$ cat src/rtl/cla_seq_adder_pkg.sv
// Shared slice width, FSM encoding and index sizing helper for the sequential CLA adder.
package cla_seq_adder_pkg;

  localparam int SLICE = 8;

  typedef enum logic [1:0] {
    IDLE = 2'd0,
    RUN  = 2'd1,
    DONE = 2'd2
  } state_t;

  // Chunk index width; a single-chunk adder still needs a 1-bit index.
  function automatic int idx_width(input int n);
    return (n <= 1) ? 1 : $clog2(n);
  endfunction

endpackage

$ cat src/rtl/cla_seq_adder_cla8bits.sv
// 8-bit carry-lookahead slice with group generate/propagate; purely combinational,
// zero latency, no flow control.
module cla8bits (
  input  logic [7:0] a,
  input  logic [7:0] b,
  input  logic       cin,
  output logic [7:0] sum,
  output logic       cout,
  output logic       g,
  output logic       p
);

  logic [7:0] gi;
  logic [7:0] pi;
  logic [8:0] c;

  assign gi = a & b;
  assign pi = a ^ b;

  // Each carry is a flat sum-of-products over lower generates, not a ripple chain.
  always_comb begin
    logic acc;
    logic run;
    c    = '0;
    c[0] = cin;
    for (int i = 0; i < 8; i++) begin
      acc = 1'b0;
      run = 1'b1;
      for (int j = i; j >= 0; j--) begin
        acc = acc | (gi[j] & run);
        run = run & pi[j];
      end
      c[i+1] = acc | (run & cin);
    end
  end

  always_comb begin
    logic run;
    g   = 1'b0;
    run = 1'b1;
    for (int j = 7; j >= 0; j--) begin
      g   = g | (gi[j] & run);
      run = run & pi[j];
    end
  end

  assign p    = &pi;
  assign sum  = pi ^ c[7:0];
  assign cout = c[8];

endmodule

$ cat src/rtl/cla_seq_adder.sv
// WIDTH-bit adder time-sharing one cla8bits slice, LS chunk first; result valid WIDTH/8+1
// cycles after accept, held in DONE until out_ready, no new accept until back in IDLE.
module cla_seq_adder
  import cla_seq_adder_pkg::*;
#(
  parameter int WIDTH = 32
) (
  input  logic             clk,
  input  logic             rst_n,
  input  logic             in_valid,
  output logic             in_ready,
  input  logic [WIDTH-1:0] a,
  input  logic [WIDTH-1:0] b,
  input  logic             cin,
  output logic             out_valid,
  input  logic             out_ready,
  output logic [WIDTH-1:0] sum,
  output logic             cout,
  output logic             gen,
  output logic             prop,
  output logic             busy
);

  localparam int NSLICE = WIDTH / SLICE;
  localparam int IDXW   = idx_width(NSLICE);
  localparam logic [IDXW-1:0] LAST = IDXW'(NSLICE - 1);

  state_t           state;
  logic [WIDTH-1:0] a_reg;
  logic [WIDTH-1:0] b_reg;
  logic [IDXW-1:0]  idx;
  logic             carry;
  logic             gen_acc;
  logic             prop_acc;

  logic [SLICE-1:0] s_sum;
  logic             s_cout;
  logic             s_g;
  logic             s_p;
  logic             gen_next;
  logic             prop_next;

  cla8bits u_slice (
    .a    (a_reg[idx*SLICE +: SLICE]),
    .b    (b_reg[idx*SLICE +: SLICE]),
    .cin  (carry),
    .sum  (s_sum),
    .cout (s_cout),
    .g    (s_g),
    .p    (s_p)
  );

  // Group G/P of the chunks seen so far, with the current chunk as the MS group.
  assign gen_next  = s_g | (s_p & gen_acc);
  assign prop_next = s_p & prop_acc;

  assign in_ready = (state == IDLE);

  always_ff @(posedge clk or negedge rst_n) begin
    if (!rst_n) begin
      state     <= IDLE;
      a_reg     <= '0;
      b_reg     <= '0;
      idx       <= '0;
      carry     <= 1'b0;
      gen_acc   <= 1'b0;
      prop_acc  <= 1'b0;
      sum       <= '0;
      cout      <= 1'b0;
      gen       <= 1'b0;
      prop      <= 1'b0;
      out_valid <= 1'b0;
      busy      <= 1'b0;
    end else begin
      case (state)
        IDLE: begin
          if (in_valid) begin
            a_reg    <= a;
            b_reg    <= b;
            carry    <= cin;
            idx      <= '0;
            prop_acc <= 1'b1;
            gen_acc  <= 1'b0;
            busy     <= 1'b1;
            state    <= RUN;
          end
        end
        RUN: begin
          sum[idx*SLICE +: SLICE] <= s_sum;
          carry    <= s_cout;
          gen_acc  <= gen_next;
          prop_acc <= prop_next;
          idx      <= idx + 1'b1;
          if (idx == LAST) begin
            cout      <= s_cout;
            gen       <= gen_next;
            prop      <= prop_next;
            out_valid <= 1'b1;
            state     <= DONE;
          end
        end
        DONE: begin
          if (out_ready) begin
            out_valid <= 1'b0;
            busy      <= 1'b0;
            state     <= IDLE;
          end
        end
        default: begin
          out_valid <= 1'b0;
          busy      <= 1'b0;
          state     <= IDLE;
        end
      endcase
    end
  end

endmodule

$ cat config.mk
export PLATFORM = sky130hd
export DESIGN_NAME = cla_seq_adder
export DESIGN_NICKNAME = d
export VERILOG_FILES = /design/src/rtl/cla_seq_adder_pkg.sv /design/src/rtl/cla_seq_adder_cla8bits.sv /design/src/rtl/cla_seq_adder.sv
export SDC_FILE = /design/constraint.sdc
export NUM_CORES = 1
export LEC_CHECK = 0
export ABC_AREA = 1
export CORE_AREA = 2 2 108 110
export CTS_CLUSTER_SIZE = 8
export DETAILED_ROUTE_END_ITERATION = 8
export DIE_AREA = 0 0 110 112
export GPL_TIMING_DRIVEN = 0
export PLACE_DENSITY = 0.83
export RECOVER_POWER = 50
export SYNTH_ARGS = -nofsm -noshare
export SYNTH_HDL_FRONTEND = slang
export SYNTH_SLANG_ARGS = --single-unit
$ cat constraint.sdc
create_clock -name clk -period 3.8 [get_ports clk]
set_input_delay 1.14 -clock clk [delete_from_list [all_inputs] [get_ports clk]]
set_output_delay 1.14 -clock clk [all_outputs]
set_load 0.01 [all_outputs]
==> flow_summary.toml, run 1 <==
[run_status]
outcome = "complete, but fails checks"
violations = "max-capacitance violations, max-slew violations"

[sta]
setup_viol = 0
slew_headroom_pct = -0.00941
max_slew.worst_pin.slew_ps = 1500
finalCritPeriodShare_pct = 83.0
hold_ws_ps = 482
finalHoldViolations = 0
finalSetupTns_ps = 0
maxSlewViolCount = 10
worst_slack_ps = 646
rsz0062_at_grt = "no"
finClkSkew_ps = 5.64
fmax_ghz = 0.317
fin_crit_ps = 3150

[routing]
drtAntennaViolNets = 0
drt_iter0_markers = 341
wl_per_cell_um = 14.8
viasPerCell = 5.16
via_count = 4706
drc = 0
dr.pass1.iters = 5
wl_mm = 13.5

[cts]
holdBufCountCts = 0
htree_levels = 3
post_cts_buffers = 0
cts_tree = "yes"
cts-buffers-inserted = 9
clk_pin_slew_worst_paths_ps = 70
clock_latency_ps = 340
clk_path_buf_depth = 2
ctsResizeCount = 0
root_buffer = "clkbuf_16"
clock_sinks = 108

[critical_path]
worstPathMaxFanout = 12
worstPathCellList = "clkinv_1, clkbuf_1, o21ai_0, o22ai_1, ha_1, nand2_1, nand2_1, a21oi_1, nand3_1, nand2_1, nand3_1, o21ai_1"
rr_worst_depth = 12
path_common_cell = "nand2_1"
crit_cells = 12
end_kind = "flip-flop"
crit_buf_inv = 2
crit_slowest_cell = "dfrtp_1"
cp.required_ps = 4070
cp.arrival_ps = 3430
path_class = "reg -> reg"
crit_family = "compound AO/OA/AOI/OAI gates"
startpoint_type = "flip-flop"
max_stage_delay_ps = 530

[synth]
synth-seq-cells = 108
yosys_warnings = 0
synthCells = 646
ys.flop_type = "dfrtp_1"
syn_nets = 731
synth_edf_count = 0
avgSynthCellArea_um2 = 8.06
seq_area_frac_synth_pct = 51.9
synth.distinct_cells = 37
netlist_area_um2 = 5210
async_flop_share_pct = 100

[global_routing]
grt_antenna_before_repair = 0
grt_max_degree = 63
grt_pass1_wl_mm = 22.2
grt_usage_pct = 23.2
grt_pass1_vias = 4651
grt_overflow = 0

[cells_and_area]
final_layout_size_suffix_gt1_share_pct = 7.02
design_area_um2 = 6730
area_growth_pct = 29.3
finish.utilization_pct = 60.2
nets = 849
num_antenna_cells = 0

[power]
combPwrFrac_pct = 56.1
ir_drop_uv = 437
p_seq_share_pct = 29.6
switching_power_mw = 3.12
p_leak_nw = 3.37
p_int_mw = 3.53
clock_power_share_pct = 14.2
sw_frac_of_total_pct = 46.9
powerDensity_nw_per_um2 = 988

[placement]
gp_congestion = 0.888
dpl-instance-area_um2 = 6470
dp_hpwl_mm = 9.88
pre_cts_slack_ps = 839
portBuffers = 106

[floorplan]
start_util_pct = 46.6
io_pins = 107
rows = 39
die_width_um = 110
coreArea_um2 = 11200
die_y_um = 112
dieArea_um2 = 12300

[worst_hold_path]
min-delay-path-class = "reg -> reg"
hold_depth = 2

[run]
maxCapViolCount = 1
metrics by stage:
step,instances,power (mW)
after floorplan,646,4.44
after global placement,895,5.57
after detailed placement,896,5.67
after CTS,912,6.64
after global routing,912,7.22
final,912,6.65
layout by cell type (no fill, tap or decap), drive strengths merged, types with 4 or more instances in the layout:
| master | synthesis | layout |
|---|---|---|
| a21oi | 4 | 4 |
| buf | 17 | 13 |
| clkbuf | 7 | 24 |
| clkdlybuf4s50 | 0 | 103 |
| dfrtp | 108 | 108 |
| ha | 15 | 15 |
| inv | 37 | 38 |
| nand2 | 301 | 301 |
| nand3 | 21 | 21 |
| nor2 | 47 | 47 |
| nor3 | 5 | 5 |
| o21ai | 53 | 53 |
| o22ai | 15 | 15 |
Yosys cell counts (7+ instances only):
master | number | area share [%]
buf_2 | 10 | 0.96
clkbuf_1 | 7 | 0.50
dfrtp_1 | 108 | 52
ha_1 | 15 | 3.6
inv_1 | 31 | 2.2
nand2_1 | 295 | 21
nand3_1 | 17 | 1.6
nor2_1 | 42 | 3.0
o21ai_0 | 41 | 3.9
o21ai_1 | 11 | 1.1
o22ai_1 | 15 | 1.8
power by group through the flow:
stage                     logic (mW)  clock network (mW)  registers, mW
after floorplan                 2.49                   0           1.95
after global placement          3.60                   0           1.97
after detailed placement        3.69                   0           1.98
after CTS                       3.72               0.955           1.96
after global routing            4.20                1.01           2.01
final                           3.74               0.947           1.97
cell type report:
| class | count | area, um2 |
|---|---|---|
| timing repair buffer | 107 | 1060 |
| fill | 989 | 4440 |
| inverter | 38 | 148 |
| clock buffer | 11 | 243 |
| clock inverter | 5 | 58.8 |
| multi-input combinational | 476 | 2230 |
| tap | 143 | 179 |
| sequential | 108 | 2700 |
| buffer | 24 | 111 |
cells by family (layout without fill, tap and decap cells):
family / Yosys count / count (layout) / share of synthesized area (%)
compound gates: 80 / 80 / 8.70
flops: 108 / 108 / 51.9
buf+inv: 62 / 185 / 5.31
simple gates: 378 / 378 / 29.8
fa+ha+maj: 16 / 16 / 3.99
xor+xnor: 2 / 2 / 0.336
metal layers:
layer | track usage [%] | vias up | wire (um)
met1 | 30.3 | 2218 | 5710
li1 | - | 2283 | -
met2 | 38.9 | 181 | 6630
met4 | 7.51 | 0 | 285
met3 | 4.10 | 24 | 828
met5 | 0 | - | 0
worst min-delay path, stage by stage (launching register included):
cell	delay, ps
dfrtp_1	340
nand2_1	60
nand2_1	60
worst paths after layout:
path	startpoint	end	slack [ps]
setup / recovery	idx[1]	sum[29]	650
hold / removal	a_reg[22]	a_reg[22]	480
setup reg to reg	idx[1]	sum[29]	650
hold reg to reg	a_reg[22]	a_reg[22]	480
max in group asynchronous	rst_n	b_reg[25]	1150
min in group asynchronous	rst_n	state[1]	790
(Power assumes the default switching activity.)
==> inputs of run 2 (changes only) <==
==> constraint.sdc (replaced) <==
create_clock -name clk -period 3.15 [get_ports clk]
set_input_delay 0.945 -clock clk [delete_from_list [all_inputs] [get_ports clk]]
set_output_delay 0.945 -clock clk [all_outputs]
set_load 0.01 [all_outputs]
==> run 2 against run 1 <==
The run now ends clean. Via count decreased by 0.49%. Flip-flop and latch count unchanged. Non-clock buffer count unchanged. Maximum frequency increased by 7.0%. Critical path type unchanged.
==> flow_summary.toml, run 2 (synthesis results as in run 1) <==
[power]
switching_power_mw = 3.77
clock_power_share_pct = 14.2
powerDensity_nw_per_um2 = 1190
sw_frac_of_total_pct = 46.9
p_leak_nw = 3.38
combPwrFrac_pct = 56.2
ir_drop_uv = 533
power_mw = 8.04
p_seq_share_pct = 29.6
p_int_mw = 4.27

[global_routing]
grt_antenna_before_repair = 0
grt_max_degree = 63
grt_usage_pct = 23.2
grt_overflow = 0
grt_pass1_wl_mm = 22.2
grt_pass1_vias = 4651

[sta]
setup_viol = 0
maxSlewViolCount = 0
finalCritPeriodShare_pct = 93.6
finClkSkew_ps = 6.05
finalSetupTns_ps = 0
worst_slack_ps = 202
slew_headroom_pct = 23.7
finalHoldViolations = 0
fmax_ghz = 0.339
rsz0062_at_grt = "no"
fin_crit_ps = 2950
max_slew.worst_pin.slew_ps = 1140

[floorplan]
io_pins = 107
coreArea_um2 = 11200
rows = 39
dieArea_um2 = 12300
die_y_um = 112
die_width_um = 110
start_util_pct = 46.6

[cts]
clock_latency_ps = 350
clock_sinks = 108
cts_tree = "yes"
cts-buffers-inserted = 9
htree_levels = 3
clk_path_buf_depth = 2
post_cts_buffers = 0
clk_pin_slew_worst_paths_ps = 70
root_buffer = "clkbuf_16"

[cells_and_area]
final_cell_mix = "nand2_1, dfrtp_1, clkdlybuf4s50_1, nor2_1, o21ai_0"
finish.utilization_pct = 60.3
final_layout_size_suffix_gt1_share_pct = 7.67
num_antenna_cells = 0
layout_commonest_cell = "nand2_1"
area_growth_pct = 29.5
nets = 849

[routing]
drt_iter0_markers = 325
via_count = 4683
wl_mm = 13.4
viasPerCell = 5.13
wl_per_cell_um = 14.7
drc = 0
drtAntennaViolNets = 0
dr.pass1.iters = 6

[placement]
portBuffers = 106
dp_hpwl_mm = 9.88
pre_cts_slack_ps = 189
gp_congestion = 0.888

[critical_path]
end_kind = "flip-flop"
worstPathMaxFanout = 12
cp.required_ps = 3430
r2r-start = "idx[0]"
rr_worst_depth = 12
startpoint_type = "flip-flop"
r2r_setup_slack_ps = 200
path_class = "reg -> reg"
regToRegEndpoint = "carry"
cp.arrival_ps = 3230

[run_status]
outcome = "completed"

[worst_hold_path]
holdPathEnd = "a_reg[11]"
min-delay-path-class = "reg -> reg"
hold_depth = 2
min_from = "a_reg[11]"

[run]
maxCapViolCount = 0
## run 2: critical path, cell delays in order, from the launching register on
cell and delay (ps):
dfrtp_1 440, buf_2 290, inv_1 160, clkbuf_4 250, nor2_1 190, o22ai_1 180
ha_1 430, inv_1 90, nor3_2 270, nand2_1 150, o21ai_1 260, nand2_1 100
nand3_1 80
## run 2: per-stage QoR
step / std cells / cell area [um2] / hold slack (ps)
final: 912 / 6740 / 480
after global routing: 912 / 6740 / 501
after CTS: 912 / 6770 / 479
after detailed placement: 896 / 6470 / 460
after global placement: 895 / 6450 / 457
after floorplan: 646 / 5210 / 444
## run 2: worst max path at each step
stage	startpoint	endpoint	slack [ps]
3_5_place_dp	idx[1]	sum[13]	190
6_report	idx[0]	carry	200
2_1_floorplan	idx[0]	sum[13]	900
4_1_cts	idx[1]	sum[13]	120
5_1_grt	idx[0]	sum[13]	30
3_3_place_gp	rst_n	b_reg[28]	-2810
## run 2: power by group through the flow
stage          clock, mW  combinational [mW]  sequential (mW)
3_5_place_dp           0                4.45             2.38
4_1_cts             1.15                4.49             2.37
3_3_place_gp           0                4.35             2.37
6_report            1.14                4.52             2.38
2_1_floorplan          0                3.01             2.35
5_1_grt             1.21                5.08             2.43
## run 2: what timing repair did
action | CTS | global route
gates resized for setup | 0 | 8
endpoints found under the setup margin | 0 | 15
hold endpoints to repair | 0 | 0
hold buffers | 0 | 0
## run 2: layout make-up
type | instances | area [um2]
fill | 982 | 4430
sequential | 108 | 2700
multi-input combinational | 476 | 2230
timing repair buffer | 107 | 1060
clock buffer | 11 | 243
tap | 143 | 179
inverter | 38 | 151
buffer | 24 | 118
clock inverter | 5 | 58.8
## run 2: per-layer routing
layer	track usage (%)	vias up	part of all wire [%]
li1	-	2283	-
met1	30.3	2192	43
met2	38.9	185	50
met3	4.10	23	5.9
met4	7.51	0	1.8
met5	0	-	0
==> inputs of run 3 (changes only) <==
--- a/config.mk
+++ b/config.mk
@@ -6,6 +6,7 @@
 export NUM_CORES = 1
 export LEC_CHECK = 0
 export ABC_AREA = 1
+export CAP_MARGIN = 15
 export CORE_AREA = 2 2 108 110
 export CTS_CLUSTER_SIZE = 8
 export DETAILED_ROUTE_END_ITERATION = 8
==> run 3 against run 2 <==
Core utilization unchanged. Non-clock buffer count unchanged. Register-to-register slack about the same. Final cell count did not move. Combinational power about the same. Largest cell class unchanged. Worst hold slack is the same. Cell area unchanged. Count of clock-buffer cells in the layout unchanged. Worst setup slack did not move. Global-route usage unchanged. Via count is the same. First-iteration DRC count is the same.
==> flow_summary.toml, run 3 (synthesis results as in run 1) <==
[cells_and_area]
nets = 849
design_area_um2 = 6740
final_layout_size_suffix_gt1_share_pct = 7.67
num_antenna_cells = 0
final_cell_mix = "nand2_1, dfrtp_1, clkdlybuf4s50_1, nor2_1, o21ai_0"
area_growth_pct = 29.5
layout_commonest_cell = "nand2_1"
fillers = 982
stdcell_count = 912

[routing]
wl_met2_mm = 6.65
drt_iter0_markers = 325
dr.pass1.iters = 6
routed-wl-met3_um = 792
via_count = 4683
topRoutingLayerUsed = "met4"
wl_mm = 13.4
viasPerCell = 5.13
drc = 0
drtAntennaViolNets = 0
wl_per_cell_um = 14.7
met1_length_mm = 5.75

[cts]
clock_latency_ps = 350
cts_tree = "yes"
holdBufCountCts = 0
clock_sinks = 108
cts-buffers-inserted = 9
root_buffer = "clkbuf_16"
htree_levels = 3
clk_pin_slew_worst_paths_ps = 70
clk_path_buf_depth = 2

[floorplan]
coreArea_um2 = 11200
io_pins = 107
dieArea_um2 = 12300
die_width_um = 110
rows = 39
die_y_um = 112
start_util_pct = 46.6

[worst_hold_path]
min_from = "a_reg[11]"
min-delay-path-class = "reg -> reg"
holdPathEnd = "a_reg[11]"
hold_depth = 2

[run_status]
outcome = "completed"

[run]
maxCapViolCount = 0

[critical_path]
path_class = "reg -> reg"
cp.required_ps = 3430
cp.arrival_ps = 3230
worstPathCellList = "buf_2, inv_1, clkbuf_4, nor2_1, o22ai_1, ha_1, inv_1, nor3_2, nand2_1, o21ai_1, nand2_1, nand3_1"
r2r-start = "idx[0]"
rr_worst_depth = 12
end_kind = "flip-flop"
max_stage_delay_ps = 440
r2r_setup_slack_ps = 200
crit_family = "buffers and inverters"
worstPathMaxFanout = 12
startpoint_type = "flip-flop"
regToRegEndpoint = "carry"
crit_buf_inv = 4
crit_slowest_cell = "dfrtp_1"

[global_routing]
grt_antenna_before_repair = 0
grt_pass1_wl_mm = 22.2
grt_pass1_vias = 4651
grt_overflow = 0
grt_usage_pct = 23.2
grt_max_degree = 63

[sta]
finalHoldViolations = 0
slew_headroom_pct = 23.7
rsz0062_at_grt = "no"
maxSlewViolCount = 0
finClkSkew_ps = 6.05
setup_viol = 0
finalCritPeriodShare_pct = 93.6
fmax_ghz = 0.339
fin_crit_ps = 2950
max_slew.worst_pin.slew_ps = 1140

[placement]
dp_hpwl_mm = 9.88
gp_congestion = 0.888
portBuffers = 106
dpl.cell_count = 896
dpl-instance-area_um2 = 6470

[power]
p_leak_nw = 3.38
ir_drop_uv = 533
powerDensity_nw_per_um2 = 1190
==> run 3: cell counts in the layout (fill, tap and decap cells not counted) <==
No cell type changed its count.
==> run 3: how the worst max path moves through the flow <==
stage | from | end | slack [ps] | cells past startpoint
after floorplan | idx[0] | sum[13] | 900 | 13
after global placement | rst_n | b_reg[28] | -2810 | 1
after detailed placement | idx[1] | sum[13] | 190 | 12
after CTS | idx[1] | sum[13] | 120 | 12
after global routing | idx[0] | sum[13] | 30 | 12
final | idx[0] | carry | 200 | 12
==> run 3: layout make-up <==
cell class	count	area (um2)	area share [%]
sequential	108	2700	40.1
timing repair buffer	107	1060	15.8
clock inverter	5	58.8	0.872
clock buffer	11	243	3.60
inverter	38	151	2.25
tap	143	179	2.65
multi-input combinational	476	2230	33.0
buffer	24	118	1.74
==> run 3: per-stage QoR <==
step / power (mW) / worst slack (ps) / TNS [ps] / utilization (%) / hold WS, ps
final: 8.04 / 202 / 0 / 60.3 / 480
after floorplan: 5.35 / 897 / 0 / - / 444
after global routing: 8.73 / 33.6 / 0 / 60.3 / 501
after CTS: 8.01 / 120 / 0 / 60.6 / 479
after detailed placement: 6.84 / 189 / 0 / 57.9 / 460
after global placement: 6.72 / -2810 / -303180 / 57.7 / 457
==> run 3: timing repair <==
item	in CTS	in global routing
buffers inserted	0	0
resized for setup	0	8
setup endpoints to repair	0	15
==> run 3: metal layers <==
layer	up-vias	global-route usage, %
li1	2283	-
met1	2192	30.3
met4	0	7.51
met2	185	38.9
met5	-	0
met3	23	4.10
==> run 3: report_power, final <==
group	leakage (nW)	internal, mW	total, mW	switching, mW
sequential	1.39	1.99	2.38	0.391
combinational	1.85	1.64	4.52	2.88
clock	0.142	0.640	1.14	0.500
==> run 3: worst reg2reg max path, cell delays in order (launching register included) <==
cell and delay (ps):
dfrtp_1 440, buf_2 290, inv_1 160, clkbuf_4 250
nor2_1 190, o22ai_1 180, ha_1 430, inv_1 90
nor3_2 270, nand2_1 150, o21ai_1 260, nand2_1 100
nand3_1 80
